===== config.mk =====
export PLATFORM = sky130hd
export DESIGN_NAME = traffic_lane
export DESIGN_NICKNAME = d
export VERILOG_FILES = /design/src/rtl/traffic_lane.sv
export SDC_FILE = /design/constraint.sdc
export NUM_CORES = 1
export LEC_CHECK = 0
export BUFFER_PORTS_ARGS = -buffer_cell sky130_fd_sc_hd__buf_4
export CAP_MARGIN = 20
export CORE_MARGIN = 2
export CORE_UTILIZATION = 33
export CTS_CLUSTER_SIZE = 12
export DETAILED_ROUTE_END_ITERATION = 10
export PLACE_DENSITY = 0.54
export SLEW_MARGIN = 20
export SYNTH_ARGS = -nofsm -noshare
export SYNTH_HDL_FRONTEND = slang
export SYNTH_SLANG_ARGS = --single-unit

===== constraint.sdc =====
create_clock -name frame_clk -period 5.7 [get_ports frame_clk]
set_input_delay 0 -clock frame_clk [delete_from_list [all_inputs] [get_ports frame_clk]]
set_output_delay 0 -clock frame_clk [all_outputs]
set_load 0.01 [all_outputs]

===== src/rtl/traffic_lane.sv =====
// traffic_lane: one lane of wrapping obstacles with frame divider, level speed-up, pause and restart
module traffic_lane #(
  parameter int N_CARS  = 4,
  parameter int DIR     = 0,
  parameter int LANE_Y  = 288,
  parameter int START_X = 0,
  parameter int SPACING = 160,
  parameter int STEP    = 1,
  parameter int DIV     = 1,
  parameter int WRAP_LO = -32,
  parameter int WRAP_HI = 672,
  parameter int XW      = 11
) (
  input  logic                   frame_clk,
  input  logic                   Reset_n,
  input  logic                   enable,
  input  logic                   restart,
  input  logic [1:0]             level,
  output logic [N_CARS*XW-1:0]   car_x,
  output logic [9:0]             lane_y,
  output logic                   lane_dir,
  output logic [N_CARS-1:0]      wrap_pulse,
  output logic                   move_tick
);
  localparam logic [3:0] DIV_LAST = 4'(DIV - 1);
  localparam logic signed [XW:0] LO = (XW+1)'(WRAP_LO);
  localparam logic signed [XW:0] HI = (XW+1)'(WRAP_HI);
  logic [3:0]        count;
  logic [XW:0]       s;
  logic              move;
  logic [XW-1:0]     x     [N_CARS];
  logic [XW-1:0]     x_nxt [N_CARS];
  logic [XW-1:0]     x_init[N_CARS];
  logic [N_CARS-1:0] wrap_nxt;
  assign lane_y   = 10'(LANE_Y);
  assign lane_dir = 1'(DIR);
  assign move     = enable && count == DIV_LAST;
  // level 3 saturates to the level-2 speed
  always_comb s = (XW+1)'(STEP) << (level[1] ? 2'd2 : level);
  for (genvar i = 0; i < N_CARS; i++) begin : g_car
    logic signed [XW:0] cur;
    assign x_init[i] = XW'(START_X + i*SPACING);
    assign cur = $signed({x[i][XW-1], x[i]});
    assign wrap_nxt[i] = DIR != 0 ? cur <= LO : cur >= HI;
    assign x_nxt[i] = wrap_nxt[i] ? (DIR != 0 ? HI[XW-1:0] : LO[XW-1:0])
                    : (DIR != 0 ? x[i] - s[XW-1:0] : x[i] + s[XW-1:0]);
    assign car_x[i*XW +: XW] = x[i];
  end
  always_ff @(posedge frame_clk) begin
    if (!Reset_n || restart) begin
      for (int i = 0; i < N_CARS; i++) x[i] <= x_init[i];
      count      <= '0;
      wrap_pulse <= '0;
      move_tick  <= 1'b0;
    end else begin
      for (int i = 0; i < N_CARS; i++) if (move) x[i] <= x_nxt[i];
      if (enable) count <= move ? 4'd0 : count + 4'd1;
      wrap_pulse <= move ? wrap_nxt : '0;
      move_tick  <= move;
    end
  end
endmodule


==> results of run 1 <==
## sequential cells by signal, summed over array words and instances, names as in the netlist
name,count
wrap_pulse,4
move_tick,1
count,4
x,44
## cell usage after synthesis, types with 7 or more instances
library cell,n
dfxtp_1,9
xnor2_1,16
a21oi_1,22
and3_1,7
buf_4,12
ha_1,14
nor3_1,8
inv_1,10
nand3_1,8
nand2_1,22
nor2_1,31
edfxtp_1,44
xor2_1,11
o21ai_0,12
## stage by stage
step	cell area, sq um	utilization (%)	worst slack (ns)	instances
after CTS	3790	40.8	3.25	494
after global placement	3670	39.5	3.00	482
after global routing	3790	40.8	3.07	494
after detailed placement	3670	39.5	2.91	482
after floorplan	3230	-	3.05	317
final	3790	40.8	3.27	494
## timing repair
action / CTS / global route
hold buffers: 4 / 0
setup endpoints to repair: 0 / 0
setup buffers: 0 / 0
resized for setup: 0 / 0
hold endpoints to repair: 2 / 0
## how the worst max path moves through the flow
stage | start | endpoint | slack [ns] | cells past startpoint
2_1_floorplan | level[1] | x[2][10] | 3.05 | 9
3_3_place_gp | level[1] | x[2][10] | 3.00 | 8
3_5_place_dp | level[1] | x[2][10] | 2.91 | 8
4_1_cts | level[1] | x[2][10] | 3.25 | 8
5_1_grt | count[0] | x[3][3] | 3.07 | 8
6_report | x[1][0] | x[1][8] | 3.27 | 7
## power groups by stage
stage	clock network (mW)	registers [mW]	logic (mW)
floorplan	0	0.469	0.0706
global placement	0	0.467	0.113
detailed placement	0	0.467	0.114
CTS	0.220	0.458	0.116
global route	0.233	0.461	0.129
finish	0.209	0.458	0.116
## logic make-up (layout without fill, tap and decap cells)
logic type               after synthesis  after routing  synth area share [%]
other                                  2             15                 0.236
XOR/XNOR                              27             27                  7.44
AND/OR/NAND/NOR                      104            104                  16.6
AO/OA/AOI/OAI                         64             64                  12.9
flip-flops                            53             53                  47.2
adder cells (fa/ha/maj)               23             23                  9.61
buffers and inverters                 30             78                  5.67
multiplexers                           1              1                 0.315
## placed cells by master, fill, tap and decap left out, types with 3 or more instances in the layout
cell	Yosys	layout
fa_1	4	4
ha_1	14	14
a31oi_1	3	3
clkbuf_8	0	5
xor2_1	11	11
a211oi_1	3	3
nand4_1	4	4
clkbuf_1	3	3
maj3_1	5	5
nand3_1	8	8
o211ai_1	5	5
inv_1	10	10
a21o_1	5	5
and3_1	7	7
a21oi_1	22	22
conb_1	2	15
nand2_1	22	22
o21a_1	3	3
nor2b_1	5	5
buf_4	12	55
dfxtp_1	9	9
nor3_1	8	8
nand2b_1	5	4
dlygate4sd3_1	0	4
o21ai_0	12	12
and2_1	4	4
edfxtp_1	44	44
xnor2_1	16	16
nor2_1	31	31
## final cells by class
class | instances | share of cell area, %
multi-input combinational | 234 | 40.8
tap | 129 | 4.26
timing repair buffer | 59 | 12.0
sequential | 53 | 39.6
inverter | 11 | 1.22
clock buffer | 8 | 2.11
## routing by layer
layer	track usage, %	wire length (microns)	part of all wire (%)	up-vias
met2	21.1	3170	47	41
met3	2.60	283	4.2	6
met1	17.6	3220	48	1105
met5	0	0	0	-
met4	4.62	82	1.2	0
li1	-	-	-	1188
## worst register-to-register path: cells and delay by family (launching register included)
kind,cells,cell delay (ns)
flops,1,0.40
xor+xnor,1,0.16
simple gates,1,0.11
compound gates,2,0.46
fa+ha+maj,3,1.02
==> run metrics, run 1 <==
number of global-route vias before repair about 2.2k; Clock Latency Late Sink 0.30 ns; CP arrival 2.46 ns; CTS clk-pin slew, worst paths approximately 0.1 ns; IO Pins 66; Hold WC Path Type primary input to register; top-area cell type share of the netlist area between 40 and 50%; Clk pwr share 26.8%; top cells by area, synth edfxtp_1 42%, dfxtp_1 5.7%, ha_1 5.5%; fin crit period 2.43 ns; Reg area roughly 0.0015 sq mm; total net switching power 0.207 mW; Root Buffer clkbuf_8; Final Hold Viols 0; wirelength, routed between 6000 and 7000 microns; part of the power in registers between 50 and 60%; Nets between 300 and 400; internal power just under 0.6 mW; Fin Setup TNS 0 ns; area leader, netlist edfxtp_1; Worst Skew ~0.009 ns; worst vdd ir 0.0000795 V; Post-synth top flop edfxtp_1; Routed WL per cell roughly 14 microns; R2R setup slack about 3.3 ns; P_leak roughly 1.5 nW; P per Cell Area a little over 200 mW/mm^2; PortBufs 54; Tightest Pin Transition around 0.76 ns; final-report max-slew violation count 0; max-cap violations 0; EDFF count, synth between 40 and 50; critical path start-end classification register to register; Detailed Routing Iterations Pass 1 4; Antenna Cells 0; fraction of registers with async set/reset 0%; vias per inst around 4.7; Die Ht roughly 100 microns; DRT iter0 DRCs between 50 and 60; Die W approximately 100 microns; Crit Reg-Reg Startpoint x[1][0]; min-delay src level[1]; detailed placement HPWL roughly 4700 microns; smallest hold slack between 0.2 and 0.25 ns; Die ar. 0.0104 sq mm; RePlAce Congestion about 0.78; crit path buf inv count 0; Synth cell types slightly below 50; worst path cell trace ha_1 -> fa_1 -> maj3_1 -> a21oi_1 -> nor3_1 -> xnor2_1 -> a21oi_1; gr usage total 13.1%; worst rel slew slack about half; worst-path maximum fanout 4; Final period util between 40% and 50%; Filler Cell Count ~940; Rows 35; largest net degree at the start of global routing between 40 and 50; Initial Utilization roughly a third; DRC viols 0; Worst Hold Endpoint x[3][2]; first-pass GRT wire length between 10000 and 15000 microns; #FFs+latches synth 53; Crit path top cell by count a21oi_1; RSZ-0062 raised after global routing no; Core Footprint approximately 0.0093 sq mm; register area share after synthesis 47.2%; status complete, no violations; initial antenna violation count 0; Crit. End Element register; max incr delay on CP a little over 0.4 ns; crit-path leading delay family adder cells; layout cells sized above 1 18.6%; Area growth, synth to finish 19.3%; grt ovf 0; synthesized cell area approximately 0.0032 sq mm; Clock Path Buffers 2; H-tree depth 2; reg2reg path depth 7; CP startpoint kind register; syn_area_per_cell between 10 and 15 sq um; Cells after Synth between 300 and 400; Vias between 2k and 2.5k; Tot Pwr a little under 0.8 mW; slowest CP cell fa_1; Required @ worst endpoint ~5.7 ns; CTS tree done; maximum clock rate 412 MHz; YS warnings 0; Sw Ratio between 20% and 30%; Comb power frac between 10% and 20%; clock sinks 53; Multi-input gate area roughly 0.0015 sq mm; worst reg2reg endpoint x[1][8]; Hold Path Depth 3; # setup viols final 0; CTS Buf Count 5; DRT antenna net count 0
Note: power is estimated with default switching activity, not from simulation.
==> run 2, diff against run 1 <==
ABC_AREA = 1   (was default)
PLACE_DENSITY = 0.53   (was 0.54)
clock period = 2.5 ns   (was 5.7 ns; I/O delays follow)
==> run 2 against run 1 <==
Die area is 5.0% higher; setup slack worse by 2.8 ns; register-to-register slack worse by 2.8 ns; via count is 16% higher; critical path depth is 2 higher; global-route usage is 0.20 points higher; synthesized cell count is 35% higher; utilization is 0.46 points lower; power is 130% higher; clock-buffer cell count is 2 lower; hold slack worse by 0.19 ns; routed wire length is 4.5% higher; critical path type unchanged; highest routed layer unchanged.
==> run metrics, run 2 <==
DRT iter0 DRCs 89 (+53%); PortBufs 54 (unchanged); Vias 2726 (+16%); P per Cell Area 458 mW/mm^2 (+120%); first-pass GRT wire length 11700 microns (+9.4%); top-count cell post-synth nand2_1; synth cell count leaders 99 x nand2_1, 75 x inv_1, 44 x edfxtp_1; status complete, no violations; top cells by area, synth edfxtp_1 40%, nand2_1 11%, inv_1 8.4%; detailed placement HPWL 5390 microns (+14%); Worst Skew 0.00374 ns (-0.00540 ns); CTS tree done; CTS clk-pin slew, worst paths 0.09 ns (about the same); final-report max-slew violation count 0 (unchanged); fin crit period 2.00 ns (-0.425 ns); Tot Pwr 1.81 mW (+130%); gr usage total 13.3% (+0.20 points); setup bufs post-CTS 0 (unchanged); grt ovf 0 (unchanged); RSZ-0062 raised after global routing no; worst reg2reg endpoint x[2][10]; Antenna Cells 0 (unchanged); area leader, netlist edfxtp_1; EDFF count, synth 44 (unchanged); crit path to x[2][10]; Routed WL per cell 11.6 microns (-15%); max-cap violations 0 (unchanged); Final period util 80.1% (+37 points); Required @ worst endpoint 2.57 ns (-3.16 ns); DRC viols 0 (unchanged); Cells after Synth 411 (+35%); # setup viols final 0 (unchanged); critical path start-end classification register to register; CP arrival 2.08 ns (-0.38 ns); Hold WC Path Type primary input to register; Initial Utilization 34.0% (-0.18 points); synthesized cell area 0.00334 sq mm (+5.2%); placed cells 598 (+24%); Die Ht 105 microns (+2.5%); H-tree depth 2 (unchanged); worst-path maximum fanout 6 (+2); Clock Latency Late Sink 0.31 ns (about the same); CTS Buf Count 5 (unchanged); most frequent cells in the layout 98 x nand2_1, 75 x inv_1, 55 x buf_4; R2R setup slack 0.50 ns (-2.77 ns); largest net degree at the start of global routing 34 (-29%); Final Hold Viols 0 (unchanged); Multi-input gate area 0.00149 sq mm (-3.6%); Top reg by flops x; Post-synth top flop edfxtp_1; Fin Setup TNS 0 ns (unchanged); worst vdd ir 0.000229 V (+190%); Synth cell types 36 (-27%); top-area cell type share of the netlist area 39.5% (-2.1 points); initial antenna violation count 0 (unchanged); Crit. Startpoint x[2][0]; Largest regs x x44, count x4, wrap_pulse x4; Area growth, synth to finish 18.6%; Die ar. 0.0110 sq mm (+5.0%); most common cell after layout, fill and taps aside nand2_1; Root Buffer clkbuf_8; Final Non-Filler Cells 606 (+23%); Crit. End Element register; Filler Cell Count 1021 (+8.2%); Crit Reg-Reg Startpoint x[2][0]; YS warnings 0 (unchanged); clock sinks 53 (unchanged); maximum clock rate 500 MHz (+21%); IO Pins 66 (unchanged); layout cells sized above 1 16.1% (-2.6 points); RePlAce Congestion 0.827 (+5.6%); #FFs+latches synth 53 (unchanged); Nets 497 (+28%); CP startpoint kind register; Reg area 0.00150 sq mm (unchanged); Rows 36 (+2.9%); Core Footprint 0.00982 sq mm (+5.8%); reg2reg path depth 9 (+2); DRT antenna net count 0 (unchanged); syn_area_per_cell 8.13 sq um (-22%); wirelength, routed 7060 microns (+4.5%); register area share after synthesis 44.9% (-2.3 points); Clock Path Buffers 2 (unchanged); max reg flops 44 (unchanged); vias per inst 4.50 (-5.0%); smallest hold slack 0.0523 ns (-0.188 ns); number of global-route vias before repair 2490 (+13%); fraction of registers with async set/reset 0% (unchanged); P_leak 1.90 nW (+23%); fin util 40.4% (-0.46 points); Die W 105 microns (+2.5%); Detailed Routing Iterations Pass 1 4 (unchanged)
[run 2: cell types whose count changed in the layout (fill, tap and decap cells not counted), moves of 6 or more]
cell | previous run | this run
a21oi_1 | 22 | 11
and3_1 | 7 | 0
inv_1 | 10 | 75
nand2_1 | 22 | 98
nand3_1 | 8 | 36
nor2_1 | 31 | 42
o21ai_0 | 12 | 6
xnor2_1 | 16 | 2
xor2_1 | 11 | 5
[run 2: report_power, final]
part,total [mW],switching (mW),internal [mW]
Combinational,0.298,0.179,0.119
Sequential,1.04,0.0444,0.997
Clock,0.475,0.285,0.190
Total,1.81,0.509,1.31
[run 2: worst min path at each step]
| stage | from | endpoint | slack (ns) | cells after the start |
|---|---|---|---|---|
| after global routing | restart | count[3] | 0.06 | 4 |
| after global placement | enable | count[1] | 0.30 | 3 |
| final | restart | count[1] | 0.05 | 4 |
| after detailed placement | enable | count[1] | 0.31 | 3 |
| after CTS | restart | count[3] | 0.04 | 4 |
| after floorplan | enable | count[1] | 0.14 | 2 |
[run 2: area by class of cell]
cell class,instances,area share (%)
clock buffers,6,1.83
clock inverters,1,0.0947
inverters,76,7.20
multi-input cells,280,37.6
flip-flops and latches,53,37.9
well taps,133,4.20
repair buffers,57,11.2
[run 2: cell families after synthesis]
family	Yosys count	synth area share, %
buf+inv	91	12.0
flops	53	44.9
other cells	2	0.225
xor+xnor	7	1.83
compound gates	33	5.88
simple gates	207	27.5
fa+ha+maj	18	7.63
[run 2: stage by stage]
stage	instance area [sq um]	setup WS, ns
global route	3960	0.348
global placement	3880	0.413
finish	3960	0.498
CTS	3960	0.502
detailed placement	3880	0.376
floorplan	3390	0.432
[run 2: routing by layer]
metal | part of all wire [%] | wire, microns | GRT usage [%]
met1 | 48 | 3370 | 16.9
met2 | 46 | 3250 | 22.1
met3 | 4.5 | 318 | 2.99
met4 | 1.6 | 112 | 4.76
met5 | 0 | 0 | 0
[run 2: critical path, cell delays in order, from the launching register on]
cell	delay, ns
edfxtp_1	0.37
ha_1	0.17
inv_1	0.05
fa_1	0.40
o21ai_0	0.19
nand2_1	0.11
a21boi_2	0.26
nand3b_1	0.11
nand2_1	0.07
nand2_1	0.04
[run 2: what timing repair did]
| item | CTS | global route |
|---|---|---|
| resized for setup | 0 | 0 |
| hold endpoints to repair | 2 | 0 |
| hold buffers | 1 | 0 |
==> run 3, diff against run 2 <==
PLACE_DENSITY = 0.55   (was 0.53)
clock period = 1.8 ns   (was 2.5 ns; I/O delays follow)
==> run 3 against run 2 <==
Via count increased by 5.5%; utilization increased by 4.2 points; sequential power increased by 38%; global-route usage increased by 0.67 points; hold slack improved by 0.010 ns; critical endpoint is now x[2][8]; largest power group unchanged.
==> run metrics, run 3 (synthesized netlist as in run 2, its figures left out) <==
status complete, no violations; Worst Skew 0.00846 ns (+0.00472 ns); Tot Pwr 2.75 mW (+52%); IO Pins 66 (unchanged); detailed placement HPWL 5600 microns (+3.7%); Largest regs x x44, count x4, wrap_pulse x4; DRC viols 0 (unchanged); Vias 2875 (+5.5%); Top reg by flops x; layout cells sized above 1 27.2% (+11 points); critical path start-end classification register to register; Root Buffer clkbuf_8; clock sinks 53 (unchanged); DRT antenna net count 0 (unchanged); H-tree depth 2 (unchanged); gr usage total 13.9% (+0.67 points); CP arrival 1.87 ns (-0.21 ns); Final Cell Area 0.00437 sq mm (+10%); wirelength, routed 7490 microns (+6.1%); fin util 44.5% (+4.2 points); reg2reg path depth 9 (unchanged); Core Footprint 0.00982 sq mm (unchanged); Routed WL per cell 11.6 microns (-0.13%); grt ovf 0 (unchanged); most common cell after layout, fill and taps aside nand2_1; first-pass GRT wire length 12600 microns (+7.5%); Die W 105 microns (unchanged); Antenna Cells 0 (unchanged); initial antenna violation count 0 (unchanged); Fin Setup TNS 0 ns (unchanged); Placed Area 0.00409 sq mm (+5.4%); Crit. Startpoint x[2][0]; vias per inst 4.46 (-0.76%); RePlAce Congestion 0.787 (-4.8%); largest net degree at the start of global routing 26 (-24%); most frequent cells in the layout 92 x nand2_1, 90 x buf_4, 73 x inv_1; crit path to x[2][8]; DRT iter0 DRCs 99 (+11%); Area growth, synth to finish 30.8%; Crit. End Element register; Required @ worst endpoint 1.87 ns (-0.70 ns); Die Ht 105 microns (unchanged); max-cap violations 0 (unchanged); worst vdd ir 0.000388 V (+69%); Initial Utilization 34.0% (unchanged); Filler Cell Count 1019 (-0.20%); Nets 534 (+7.4%); maximum clock rate 557 MHz (+11%); # setup viols final 0 (unchanged); CTS Buf Count 5 (unchanged); P_leak 2.11 nW (+11%); Detailed Routing Iterations Pass 1 4 (unchanged); CTS tree done; Clock Latency Late Sink 0.31 ns (about the same); worst-path maximum fanout 5 (-1); fin crit period 1.80 ns (-0.205 ns); P per Cell Area 629 mW/mm^2 (+37%); Hold WC Path Type primary input to register; Clock Path Buffers 2 (unchanged); number of global-route vias before repair 2712 (+8.9%); R2R setup slack 0.003 ns (-0.50 ns); Rows 36 (unchanged); Die ar. 0.0110 sq mm (unchanged); RSZ-0062 raised after global routing yes; max reg flops 44 (unchanged); CP startpoint kind register; final-report max-slew violation count 0 (unchanged); worst reg2reg endpoint x[2][8]; Final Hold Viols 0 (unchanged); PortBufs 54 (unchanged); Crit Reg-Reg Startpoint x[2][0]; Final period util 99.8% (+20 points); CTS clk-pin slew, worst paths 0.10 ns (about the same)
run 3: worst min-delay path by stage:
stage	startpoint	endpoint	slack (ns)	cells after the start
6_report	restart	count[3]	0.06	4
3_3_place_gp	enable	count[1]	0.29	3
3_5_place_dp	enable	count[1]	0.31	3
4_1_cts	restart	count[3]	0.06	4
2_1_floorplan	enable	count[1]	0.14	2
5_1_grt	restart	count[1]	0.08	4
run 3: final cells by class:
type | instances | area [sq um] | area share [%]
well taps | 133 | 166 | 3.80
flip-flops and latches | 53 | 1500 | 34.3
repair buffers | 94 | 737 | 16.8
multi-input cells | 280 | 1570 | 36.0
clock buffers | 8 | 111 | 2.55
inverters | 76 | 285 | 6.52
run 3: report_power, final:
group / switching, mW / leakage (nW) / total [mW] / internal, mW
sequential: 0.0588 / 0.551 / 1.44 / 1.38
combinational: 0.277 / 1.51 / 0.504 / 0.227
clock: 0.406 / 0.0566 / 0.804 / 0.399
total: 0.741 / 2.11 / 2.75 / 2.01
run 3: per-layer routing:
layer | up-vias | part of all wire [%] | track usage, %
met5 | - | 0 | 0
met4 | 0 | 0.81 | 3.24
met3 | 6 | 4.8 | 3.37
met2 | 54 | 45 | 22.7
met1 | 1318 | 49 | 18.8
li1 | 1497 | - | -
run 3: repair_timing:
| item | in CTS | in global routing |
|---|---|---|
| hold buffers | 1 | 0 |
| resized for setup | 9 | 16 |
| pin swaps | 5 | 6 |
| endpoints found under the hold margin | 2 | 0 |
| setup endpoints to repair | 9 | 18 |
| setup buffers | 5 | 8 |
run 3: stage by stage:
stage                     std cells  worst slack, ns  hold slack, ns
after floorplan                 424         -0.00330           0.139
after global placement          623          -0.0470           0.293
after detailed placement        623          -0.0896           0.310
after CTS                       637         -0.00134          0.0601
after global routing            644           -0.137          0.0805
final                           644          0.00319          0.0625
run 3: critical path, stage by stage, from the launching register on:
cell,delay (ns)
edfxtp_1,0.37
ha_2,0.19
inv_2,0.04
fa_2,0.34
o21ai_2,0.13
nand2_2,0.09
a21boi_4,0.20
nand2_1,0.08
nand2_1,0.06
nand3_1,0.06
